[config.mk]
export PLATFORM = sky130hd
export DESIGN_NAME = adc_moving_average
export DESIGN_NICKNAME = d
export VERILOG_FILES = /design/src/rtl/adc_pkg.sv /design/src/rtl/sample_ring_buffer.sv /design/src/rtl/adc_moving_average.sv
export SDC_FILE = /design/constraint.sdc
export NUM_CORES = 1
export LEC_CHECK = 0
export ABC_AREA = 1
export CAP_MARGIN = 20
export CORE_MARGIN = 2
export CORE_UTILIZATION = 45
export CTS_CLUSTER_SIZE = 10
export DETAILED_ROUTE_END_ITERATION = 10
export SYNTH_ARGS = -nofsm -noshare
export SYNTH_HDL_FRONTEND = slang
export SYNTH_HIERARCHICAL = 1
export SYNTH_SLANG_ARGS = --single-unit
[constraint.sdc]
create_clock -name clk -period 4.1 [get_ports clk]
set_input_delay 1.025 -clock clk [delete_from_list [all_inputs] [get_ports clk]]
set_output_delay 1.025 -clock clk [all_outputs]
set_load 0.01 [all_outputs]
[src/rtl/adc_pkg.sv]
// Shared ADC front-end constants, used by the moving-average filter and the
// downstream voltage-to-distance stage.
package adc_pkg;

  localparam int ADC_W          = 12;
  localparam int VOLT_W         = 13;
  localparam int DEFAULT_LOG2_N = 4;

  function automatic int window_size(input int log2_n);
    return 1 << log2_n;
  endfunction

endpackage

[src/rtl/sample_ring_buffer.sv]
// Circular sample store: one synchronous write port and one combinational read
// port. Contents are never cleared so the array maps onto LUTRAM.
module sample_ring_buffer #(
  parameter int ADDR_W = 4,
  parameter int DATA_W = 12
) (
  input  logic              clk,
  input  logic              wr_en,
  input  logic [ADDR_W-1:0] wr_addr,
  input  logic [DATA_W-1:0] wr_data,
  input  logic [ADDR_W-1:0] rd_addr,
  output logic [DATA_W-1:0] rd_data
);

  localparam int DEPTH = 1 << ADDR_W;

  logic [DATA_W-1:0] mem [0:DEPTH-1];

  always_ff @(posedge clk) begin
    if (wr_en) begin
      mem[wr_addr] <= wr_data;
    end
  end

  // Read happens before the same-edge write lands, so rd_data is the slot being evicted.
  assign rd_data = mem[rd_addr];

endmodule

[src/rtl/adc_moving_average.sv]
// Boxcar average over the last 2**LOG2_N accepted ADC samples, kept as a running
// sum so each new sample costs one add and one subtract.
module adc_moving_average #(
  parameter int LOG2_N = adc_pkg::DEFAULT_LOG2_N,
  parameter int ADC_W  = adc_pkg::ADC_W
) (
  input  logic                       clk,
  input  logic                       reset,
  input  logic                       sample_valid,
  input  logic [ADC_W-1:0]           sample,
  output logic [adc_pkg::VOLT_W-1:0] voltage,
  output logic                       voltage_valid,
  output logic                       primed
);
  import adc_pkg::*;

  localparam int SUM_W = ADC_W + LOG2_N;
  localparam logic [LOG2_N:0] FILL_MAX = {1'b1, {LOG2_N{1'b0}}};

  if (LOG2_N < 1 || LOG2_N > 8) begin : g_bad_log2_n
    $error("adc_moving_average: LOG2_N must be in 1..8");
  end

  logic [LOG2_N-1:0] wptr_reg;
  logic [LOG2_N:0]   fill_reg;
  logic [LOG2_N:0]   fill_next;
  logic [SUM_W-1:0]  sum_reg;
  logic [SUM_W-1:0]  sum_next;
  logic [ADC_W-1:0]  rd_data;
  logic [ADC_W-1:0]  oldest;
  logic [VOLT_W-1:0] voltage_reg;
  logic [VOLT_W-1:0] voltage_next;
  logic              voltage_valid_reg;
  logic              primed_reg;

  sample_ring_buffer #(
    .ADDR_W (LOG2_N),
    .DATA_W (ADC_W)
  ) u_ring (
    .clk     (clk),
    .wr_en   (sample_valid & ~reset),
    .wr_addr (wptr_reg),
    .wr_data (sample),
    .rd_addr (wptr_reg),
    .rd_data (rd_data)
  );

  assign primed_reg = (fill_reg == FILL_MAX);

  always_comb begin
    // Slots not yet written hold stale data, so they contribute zero until primed.
    oldest       = primed_reg ? rd_data : '0;
    sum_next     = sum_reg + {{LOG2_N{1'b0}}, sample} - {{LOG2_N{1'b0}}, oldest};
    voltage_next = VOLT_W'(sum_next[SUM_W-1:LOG2_N]);
    fill_next    = fill_reg;
    if (fill_reg != FILL_MAX) begin
      fill_next = fill_reg + (LOG2_N + 1)'(1);
    end
  end

  always_ff @(posedge clk) begin
    if (reset) begin
      sum_reg           <= '0;
      wptr_reg          <= '0;
      fill_reg          <= '0;
      voltage_reg       <= '0;
      voltage_valid_reg <= 1'b0;
    end else begin
      voltage_valid_reg <= sample_valid;
      if (sample_valid) begin
        sum_reg     <= sum_next;
        wptr_reg    <= wptr_reg + LOG2_N'(1);
        fill_reg    <= fill_next;
        voltage_reg <= voltage_next;
      end
    end
  end

  assign voltage       = voltage_reg;
  assign voltage_valid = voltage_valid_reg;
  assign primed        = primed_reg;

endmodule

==> metrics.txt, run 1 <==
Yosys Warn Count 6; Setup crit end kind flip-flop; fill count 2174; Yosys reg bits 218; num rows 56; DRT Wirelength 26190 um; hold_buf cts 0; Hold Slack 0.4739 ns; FMAX 296.5 MHz; Clk Latency, worst-skew pair 0.52 ns; Mean Syn Cell Area 8.976 um^2; Cells after Synth 1211; worst slack, placed 0.4818 ns; min cycle time layout 3.372 ns; CP Launch Point wptr_reg[0]; clock tree buffer depth 3; DIE AREA 25420 um^2; clock skew 0.01323 ns; Final Slew Violations 0; CP arrival 3.83 ns; post-route non-filler standard cell count 1583; CP Class reg2reg; post-DP HPWL 16450 um; Worst IR Drop VDD 0.3540 mV; gr ovfl total 0; placed cell area 11590 um^2; Total Power 5.540 mW; die height 159.4 um; Buffers on Ports 28; initial antenna violation count 0; Die X 159.4 um; DRT iter0 DRCs 669; H-tree depth 1; MaxCap Viol Count 0; relative slew slack 54.22%; post-cts sizing count 0; commonest cells after routing, fill and taps aside 343 x nand2_1, 275 x inv_1, 192 x edfxtp_1; RD Place Congestion 0.8661; post-route cell area 12350 um^2; largest net degree at the start of global routing 104; mapped cell area 10870 um^2; root buffer cell clkbuf_16; DRT Pass-1 Iters 5; synthesis-to-layout area growth 13.60%; commonest non-fill, non-tap cell in the layout nand2_1; Core ar. 23610 um^2; Crit Reg-Reg Startpoint wptr_reg[0]; fin crit share 82.25%; Antenna Cells 0; initial core utilization 46.04%; vias in the first global route 7355; Critical Path Fanout Max 96; DRT antenna net count 0; CTS tree built; fin nets 1298; max reg flops 192; startpoint types flip-flop; RSZ-0062 raised after global routing false; CP required 4.56 ns; post-route setup slack 0.7276 ns; io pins 30; DR vias 7778; power density cells 448.6 nW/um^2; CTS clk-pin slew, worst paths 0.06 ns; GRT Util Overall 20.91%; vias per cell 4.913; Final TNS setup 0 ns; status complete, no violations; HP Start sum_reg[0]; leak pwr 5.673 nW; Unique masters post-synth 31; Synth area leaders edfxtp_1 53%, nand2_1 12%, inv_1 9.5%; largest area contributor in the netlist edfxtp_1; dpl cells 1543; DRC violations left 0; Yosys top cell area share 53.04%; post-synthesis sequential area ratio 57.83%; mean routed wirelength per cell 16.55 um; Fin. Hold Viols 0; Worst Tran Pin Value 0.6859 ns; TritonCTS buffer count 26; Tightest Hold Check Type reg2reg; Clock Sinks 218; Synthesized Nets 1257; post-layout util 52.30%; first-pass GRT wire length 41450 um; fraction of layout cells with a size suffix above 1 6.487%; endpoints failing setup 0; setup bufs post-CTS 0
==> area by class of cell <==
class / instances / area, um^2 / share of cell area (%)
Sequential cell: 218 / 6291 / 50.94
Tap cell: 319 / 399.1 / 3.232
Timing Repair Buffer: 71 / 665.6 / 5.390
Clock inverter: 3 / 38.79 / 0.3141
Clock buffer: 37 / 723.2 / 5.856
Multi-Input combinational cell: 659 / 3196 / 25.88
Inverter: 276 / 1036 / 8.389
==> where the power goes <==
part	internal, mW	leakage [nW]	switching (mW)	total, mW
registers	2.46	1.95	0.0306	2.49
logic	0.342	3.36	0.616	0.959
clock network	1.27	0.370	0.826	2.09
total	4.07	5.67	1.47	5.54
==> worst paths after layout <==
kind | end | slack (ns) | cells after the start
min reg2reg | sum_reg[0] | 0.47 | 2
max reg2reg | sum_reg[8] | 0.73 | 20
min | sum_reg[0] | 0.47 | 2
max | sum_reg[8] | 0.73 | 20
==> per-layer routing <==
metal	wire [um]	global-route usage, %	share of wire, %
met4	645	5.661	2.5
met1	11880	30.03	45
met3	1822	3.308	7.0
met2	11840	33.22	45
met5	0	0	0
==> critical path, cell delays in order (launching register included) <==
cell and delay [ns]:
dfxtp_4 0.35, inv_2 0.06, buf_12 0.34, nand2_1 0.10, nand2_1 0.08, nand2_1 0.05, nand3_1 0.07, nand3_1 0.09
nand2_1 0.13, inv_1 0.05, nor2_1 0.12, fa_1 0.48, fa_1 0.48, inv_1 0.11, nand3_1 0.07, nand3_1 0.19
a21oi_1 0.11, or2_1 0.21, nand3_1 0.06, nand2_1 0.05, inv_1 0.04
==> Yosys cell counts <==
library cell and n:
ha_1 19, a21oi_1 26, buf_6 6, nor3b_1 1, nand3_1 170, or2_4 1
inv_1 275, dfxtp_1 26, inv_2 1, nand2_2 1, edfxtp_1 192, fa_1 12
buf_4 16, nor3_1 4, nand2_1 343, buf_1 5, o21ai_0 14, xnor2_1 2
nand4_4 1, nand3_2 1, nor2_1 51, buf_2 24, nand4_1 2, or2_1 1
xor2_1 2, conb_1 1, nand3b_1 2, a21oi_2 1, o211ai_1 3, clkbuf_1 7
nor3_2 1
==> cells by family (layout without fill, tap and decap cells) <==
family / count (synthesis) / count (layout) / synth area share, %
DFF: 218 / 218 / 57.83
buffers and inverters: 334 / 387 / 12.78
AOI/OAI and AO/OA: 44 / 44 / 2.129
xor gates and xnor gates: 4 / 4 / 0.3223
adders and majority gates: 31 / 31 / 4.397
and+or+nand+nor: 579 / 579 / 22.51
other: 1 / 1 / 0.03450
Note: power is estimated with default switching activity, not from simulation.
==> inputs of run 2 (changes only) <==
Clock period 4.1 ns to 2.93 ns, I/O delays scaled along.
==> metrics.txt, run 2 (synthesis gave the netlist of run 1 again) <==
num rows 56 (unchanged); io pins 30 (unchanged); TritonCTS buffer count 26 (unchanged); first-pass GRT wire length 43090 um (+4.0%); DRC violations left 0 (unchanged); vias in the first global route 7695 (+4.6%); Most Crowded Layer GR met2; Die X 159.4 um (unchanged); gr ovfl total 0 (unchanged); hold_buf cts 0 (unchanged); GRT Util Overall 22.07% (+1.2 points); post-DP HPWL 17530 um (+6.6%); power density cells 610.8 nW/um^2 (+36%); failing checks negative setup slack; Final Slew Violations 0 (unchanged); die height 159.4 um (unchanged); commonest cells after routing, fill and taps aside 304 x nand2_1, 251 x inv_1, 192 x edfxtp_1; Clk Latency, worst-skew pair 0.52 ns (about the same); CTS tree built; largest net degree at the start of global routing 34 (-67%); Tightest Hold Check Type reg2reg; GR Util met2 35.81% (+2.6 points); DR vias 8070 (+3.8%); fin crit share 103.0% (+21 points); DRT Wirelength 28220 um (+7.7%); synthesis-to-layout area growth 26.39%; initial core utilization 46.04% (unchanged); mean routed wirelength per cell 17.07 um (+3.2%); FMAX 331.3 MHz (+12%); Global Route met3 Usage 2.839% (-0.47 points); RSZ-0062 raised after global routing true; leak pwr 6.224 nW (+9.7%); Buffers on Ports 28 (unchanged); fill count 2033 (-6.5%); H-tree depth 1 (unchanged); fraction of layout cells with a size suffix above 1 19.94% (+13 points); DRT Pass-1 Iters 6 (+1); placed cell area 12070 um^2 (+4.2%); vias per cell 4.882 (-0.64%); Antenna Cells 0 (unchanged); post-route setup slack -0.08847 ns (-0.8161 ns); post-layout util 58.19% (+5.9 points); dpl cells 1589 (+3.0%); post-route cell area 13740 um^2 (+11%); CP required 3.40 ns (-1.16 ns); Clock Sinks 218 (unchanged); min cycle time layout 3.018 ns (-0.3539 ns); status finished with violations; endpoints failing setup 11 (+11); Setup crit end kind flip-flop; Fin. Hold Viols 0 (unchanged); clock tree buffer depth 3 (unchanged); CP Class reg2reg; Critical Path Fanout Max 7 (-93%); commonest non-fill, non-tap cell in the layout nand2_1; GR met1 Demand/Resource 31.11% (+1.1 points); worst slack, placed -0.3917 ns (-0.8735 ns); DIE AREA 25420 um^2 (unchanged); Worst IR Drop VDD 0.4602 mV (+30%); fin nets 1360 (+4.8%); clock skew 0.009286 ns (-0.003940 ns); initial antenna violation count 0 (unchanged); CTS clk-pin slew, worst paths 0.06 ns (about the same); root buffer cell clkbuf_16; DRT antenna net count 0 (unchanged); RD Place Congestion 0.9353 (+8.0%); DRT iter0 DRCs 601 (-10%); CP arrival 3.49 ns (-0.34 ns); Core ar. 23610 um^2 (unchanged); post-route non-filler standard cell count 1653 (+4.4%); max reg flops 192 (unchanged); startpoint types flip-flop; MaxCap Viol Count 0 (unchanged)
[run 2: cell count changes in the layout (fill, tap and decap cells not counted), sizes merged]
cell / previous run / this run
clkbuf: 37 / 50
bufinv: 1 / 0
clkinv: 2 / 1
clkinvlp: 0 / 1
inv: 276 / 275
buf: 43 / 102
[run 2: worst max-delay path: stages, from the launching register on]
cell and delay [ns]:
dfxtp_4 0.42, clkinv_8 0.11, buf_12 0.14, buf_16 0.14, nand2_4 0.05, nand2_2 0.04, nand2_1 0.09, nand3_2 0.08
nand3_2 0.08, nand2_2 0.06, inv_2 0.05, nor2_2 0.03, ha_1 0.26, inv_1 0.06, ha_2 0.17, inv_2 0.04
fa_2 0.42, inv_4 0.09, nand3_4 0.08, nand3_4 0.11, a21oi_4 0.07, or2_1 0.23, nand3_1 0.07, nand2_1 0.05
inv_1 0.04
[run 2: path summary, 6_finish.rpt]
path / slack (ns) / cells after the start / start / end
hold / removal: 0.46 / 2 / sum_reg[0] / sum_reg[0]
setup / recovery: -0.09 / 24 / wptr_reg[0] / sum_reg[8]
setup reg to reg: -0.09 / 24 / wptr_reg[0] / sum_reg[8]
hold reg to reg: 0.46 / 2 / sum_reg[0] / sum_reg[0]
[run 2: final cells by class]
type	count	area [um^2]	area share [%]
flip-flops and latches	218	6291	45.79
multi-input cells	659	3756	27.34
repair buffers	133	1481	10.78
inverters	276	1054	7.668
clock buffers	47	750.7	5.464
well taps	319	399.1	2.905
clock inverters	1	7.507	0.05464
[run 2: power by group]
group,internal [mW],leakage (nW),switching (mW)
clock network,1.71,0.356,1.22
logic,0.846,3.92,1.13
registers,3.44,1.95,0.0458
total,6.00,6.22,2.40
[run 2: repair_timing]
action / 4_1_cts / 5_1_grt
resized for setup: 47 / 120
cloned: 4 / 3
setup buffers: 4 / 7
pin swaps: 5 / 24
setup endpoints to repair: 13 / 15
[run 2: stage by stage]
stage / total power, mW / hold WS, ns / TNS, ns
final: 8.393 / 0.4642 / -0.4598
after detailed placement: 5.030 / 0.4637 / -3.770
after CTS: 8.140 / 0.4715 / -0.3276
after global placement: 5.027 / 0.4519 / -3.769
after floorplan: 4.503 / 0.4397 / 0
after global routing: 8.752 / 0.5066 / -2.666
[run 2: layer usage]
metal / vias up / wire length (um)
met1: 3775 / 12520
met3: 59 / 1714
met5: - / 0
met4: 0 / 886
met2: 235 / 13100
li1: 4001 / -
==> inputs of run 3 (changes only) <==
Settings changed: CORE_UTILIZATION 45 to 35, DONT_BUFFER_PORTS set to 1.
==> metrics.txt, run 3 (synthesis gave the netlist of run 1 again) <==
root buffer cell clkbuf_16; CP required 3.35 ns (-0.05 ns); leak pwr 5.923 nW (-4.8%); CP arrival 3.52 ns (+0.03 ns); io pins 30 (unchanged); DIE AREA 32480 um^2 (+28%); Hold EP voltage_valid; Core ar. 30590 um^2 (+30%); endpoints failing setup 12 (+1); Clock Sinks 218 (unchanged); FMAX 322.6 MHz (-2.6%); CTS clk-pin slew, worst paths 0.06 ns (about the same); Tightest Hold Check Type in2reg; post-DP HPWL 16360 um (-6.7%); vias in the first global route 7763 (+0.88%); CTS tree built; commonest cells after routing, fill and taps aside 305 x nand2_1, 257 x inv_1, 192 x edfxtp_1; Antenna Cells 0 (unchanged); Final Slew Violations 0 (unchanged); vias per cell 4.740 (-2.9%); mean routed wirelength per cell 16.32 um (-4.4%); Critical Path Fanout Max 7 (unchanged); MaxCap Viol Count 0 (unchanged); fin crit share 105.8% (+2.8 points); Worst IR Drop VDD 0.4268 mV (-7.3%); dpl cells 1604 (+0.94%); startpoint types flip-flop; post-route non-filler standard cell count 1667 (+0.85%); commonest non-fill, non-tap cell in the layout nand2_1; post-layout util 43.28% (-15 points); fin nets 1297 (-4.6%); max reg flops 192 (unchanged); hold_buf cts 0 (unchanged); Reg2Reg Setup Slack -0.17 ns (-0.08 ns); Crit Reg-Reg Startpoint wptr_reg[0]; failing checks negative setup slack; RSZ-0062 raised after global routing true; RD Place Congestion 0.9246 (-1.1%); GRT Util Overall 16.28% (-5.8 points); TritonCTS buffer count 26 (unchanged); clock skew 0.02147 ns (+0.01218 ns); worst reg2reg path endpoint sum_reg[13]; DRT iter0 DRCs 456 (-24%); die height 180.2 um (+13%); CP Class reg2reg; worst r2r path cells 21 (-13%); DRT Wirelength 27210 um (-3.6%); fraction of layout cells with a size suffix above 1 17.94% (-2.0 points); largest net degree at the start of global routing 55 (+62%); Die X 180.2 um (+13%); first-pass GRT wire length 42060 um (-2.4%); gr ovfl total 0 (unchanged); clock tree buffer depth 3 (unchanged); Setup crit end kind flip-flop; initial core utilization 35.54% (-10 points); synthesis-to-layout area growth 21.78%; status finished with violations; DR vias 7901 (-2.1%); power density cells 622.7 nW/um^2 (+1.9%); DRT Pass-1 Iters 4 (-2); min cycle time layout 3.100 ns (+0.08105 ns); HP Start reset; Buffers on Ports 0 (-100%); DRC violations left 0 (unchanged); DRT antenna net count 0 (unchanged); Fin. Hold Viols 0 (unchanged); worst hold path depth 1 (-1); initial antenna violation count 0 (unchanged); H-tree depth 1 (unchanged); Clk Latency, worst-skew pair 0.55 ns (+0.03 ns); post-route setup slack -0.1695 ns (-0.08105 ns); num rows 64 (+14%)
-- run 3: cell count changes in the layout (fill, tap and decap cells not counted), sizes merged --
cell           previous run  this run
inv                     275       276
clkdlybuf4s50            28         0
clkinvlp                  1         0
buf                     102        65
clkinv                    1         3
-- run 3: how the worst max path moves through the flow --
stage | from | end | slack, ns | depth (start not counted)
global route | wptr_reg[0] | sum_reg[9] | -0.34 | 22
finish | wptr_reg[0] | sum_reg[13] | -0.17 | 21
CTS | wptr_reg[0] | sum_reg[14] | -0.09 | 21
global placement | wptr_reg[0] | sum_reg[14] | -0.16 | 18
floorplan | wptr_reg[0] | sum_reg[8] | 0.02 | 21
detailed placement | wptr_reg[0] | sum_reg[14] | -0.20 | 21
-- run 3: critical path: stages (launching register included) --
cell	delay (ns)
dfxtp_4	0.47
buf_12	0.18
clkbuf_16	0.15
nand2_1	0.06
nand3_1	0.10
nand3_2	0.09
nand3_2	0.10
nand2_2	0.07
inv_1	0.07
nor2_2	0.05
fa_1	0.51
inv_2	0.06
ha_4	0.32
nand2_2	0.08
inv_1	0.08
nand3_2	0.10
nand2_2	0.11
nand2_1	0.09
nand3_1	0.09
nand2_1	0.05
nor2_1	0.09
nor2_1	0.04
-- run 3: stage by stage --
| stage | cell area [um^2] | setup WS [ns] | TNS (ns) | power, mW | hold WS [ns] |
|---|---|---|---|---|---|
| 5_1_grt | 13240 | -0.3386 | -3.657 | 8.616 | 0.2570 |
| 6_report | 13240 | -0.1695 | -1.332 | 8.243 | 0.2738 |
| 3_3_place_gp | 11560 | -0.1560 | -0.8968 | 4.846 | 0.4582 |
| 3_5_place_dp | 11560 | -0.1975 | -1.469 | 4.872 | 0.4588 |
| 4_1_cts | 12840 | -0.09489 | -0.5588 | 8.102 | 0.2555 |
| 2_1_floorplan | 10870 | 0.01971 | 0 | 4.503 | 0.4397 |
-- run 3: timing repair --
action                     CTS  global route
buffers inserted             1             4
pin swaps                   31            34
resized for setup           88            72
gates cloned                 5             5
hold endpoints to repair     0             0
setup endpoints to repair   12            13
-- run 3: layout make-up --
class	instances	area, um^2
repair buffers	69	897.1
clock inverters	2	35.03
repair inverters	1	8.758
fillers	2892	17350
clock buffers	46	757.0
flip-flops and latches	218	6291
well taps	396	495.5
inverters	276	1049
multi-input cells	659	3705
-- run 3: power breakdown --
group / leakage [nW] / switching (mW) / total [mW] / internal, mW
Combinational: 3.60 / 1.02 / 1.76 / 0.736
Sequential: 1.95 / 0.0670 / 3.51 / 3.44
Clock: 0.376 / 1.23 / 2.97 / 1.75
-- run 3: layer usage --
layer | vias up | track usage (%) | part of all wire (%)
met4 | 0 | 5.581 | 2.3
met2 | 162 | 27.89 | 49
met3 | 45 | 2.688 | 4.4
li1 | 3864 | - | -
met5 | - | 0 | 0
met1 | 3830 | 20.89 | 44
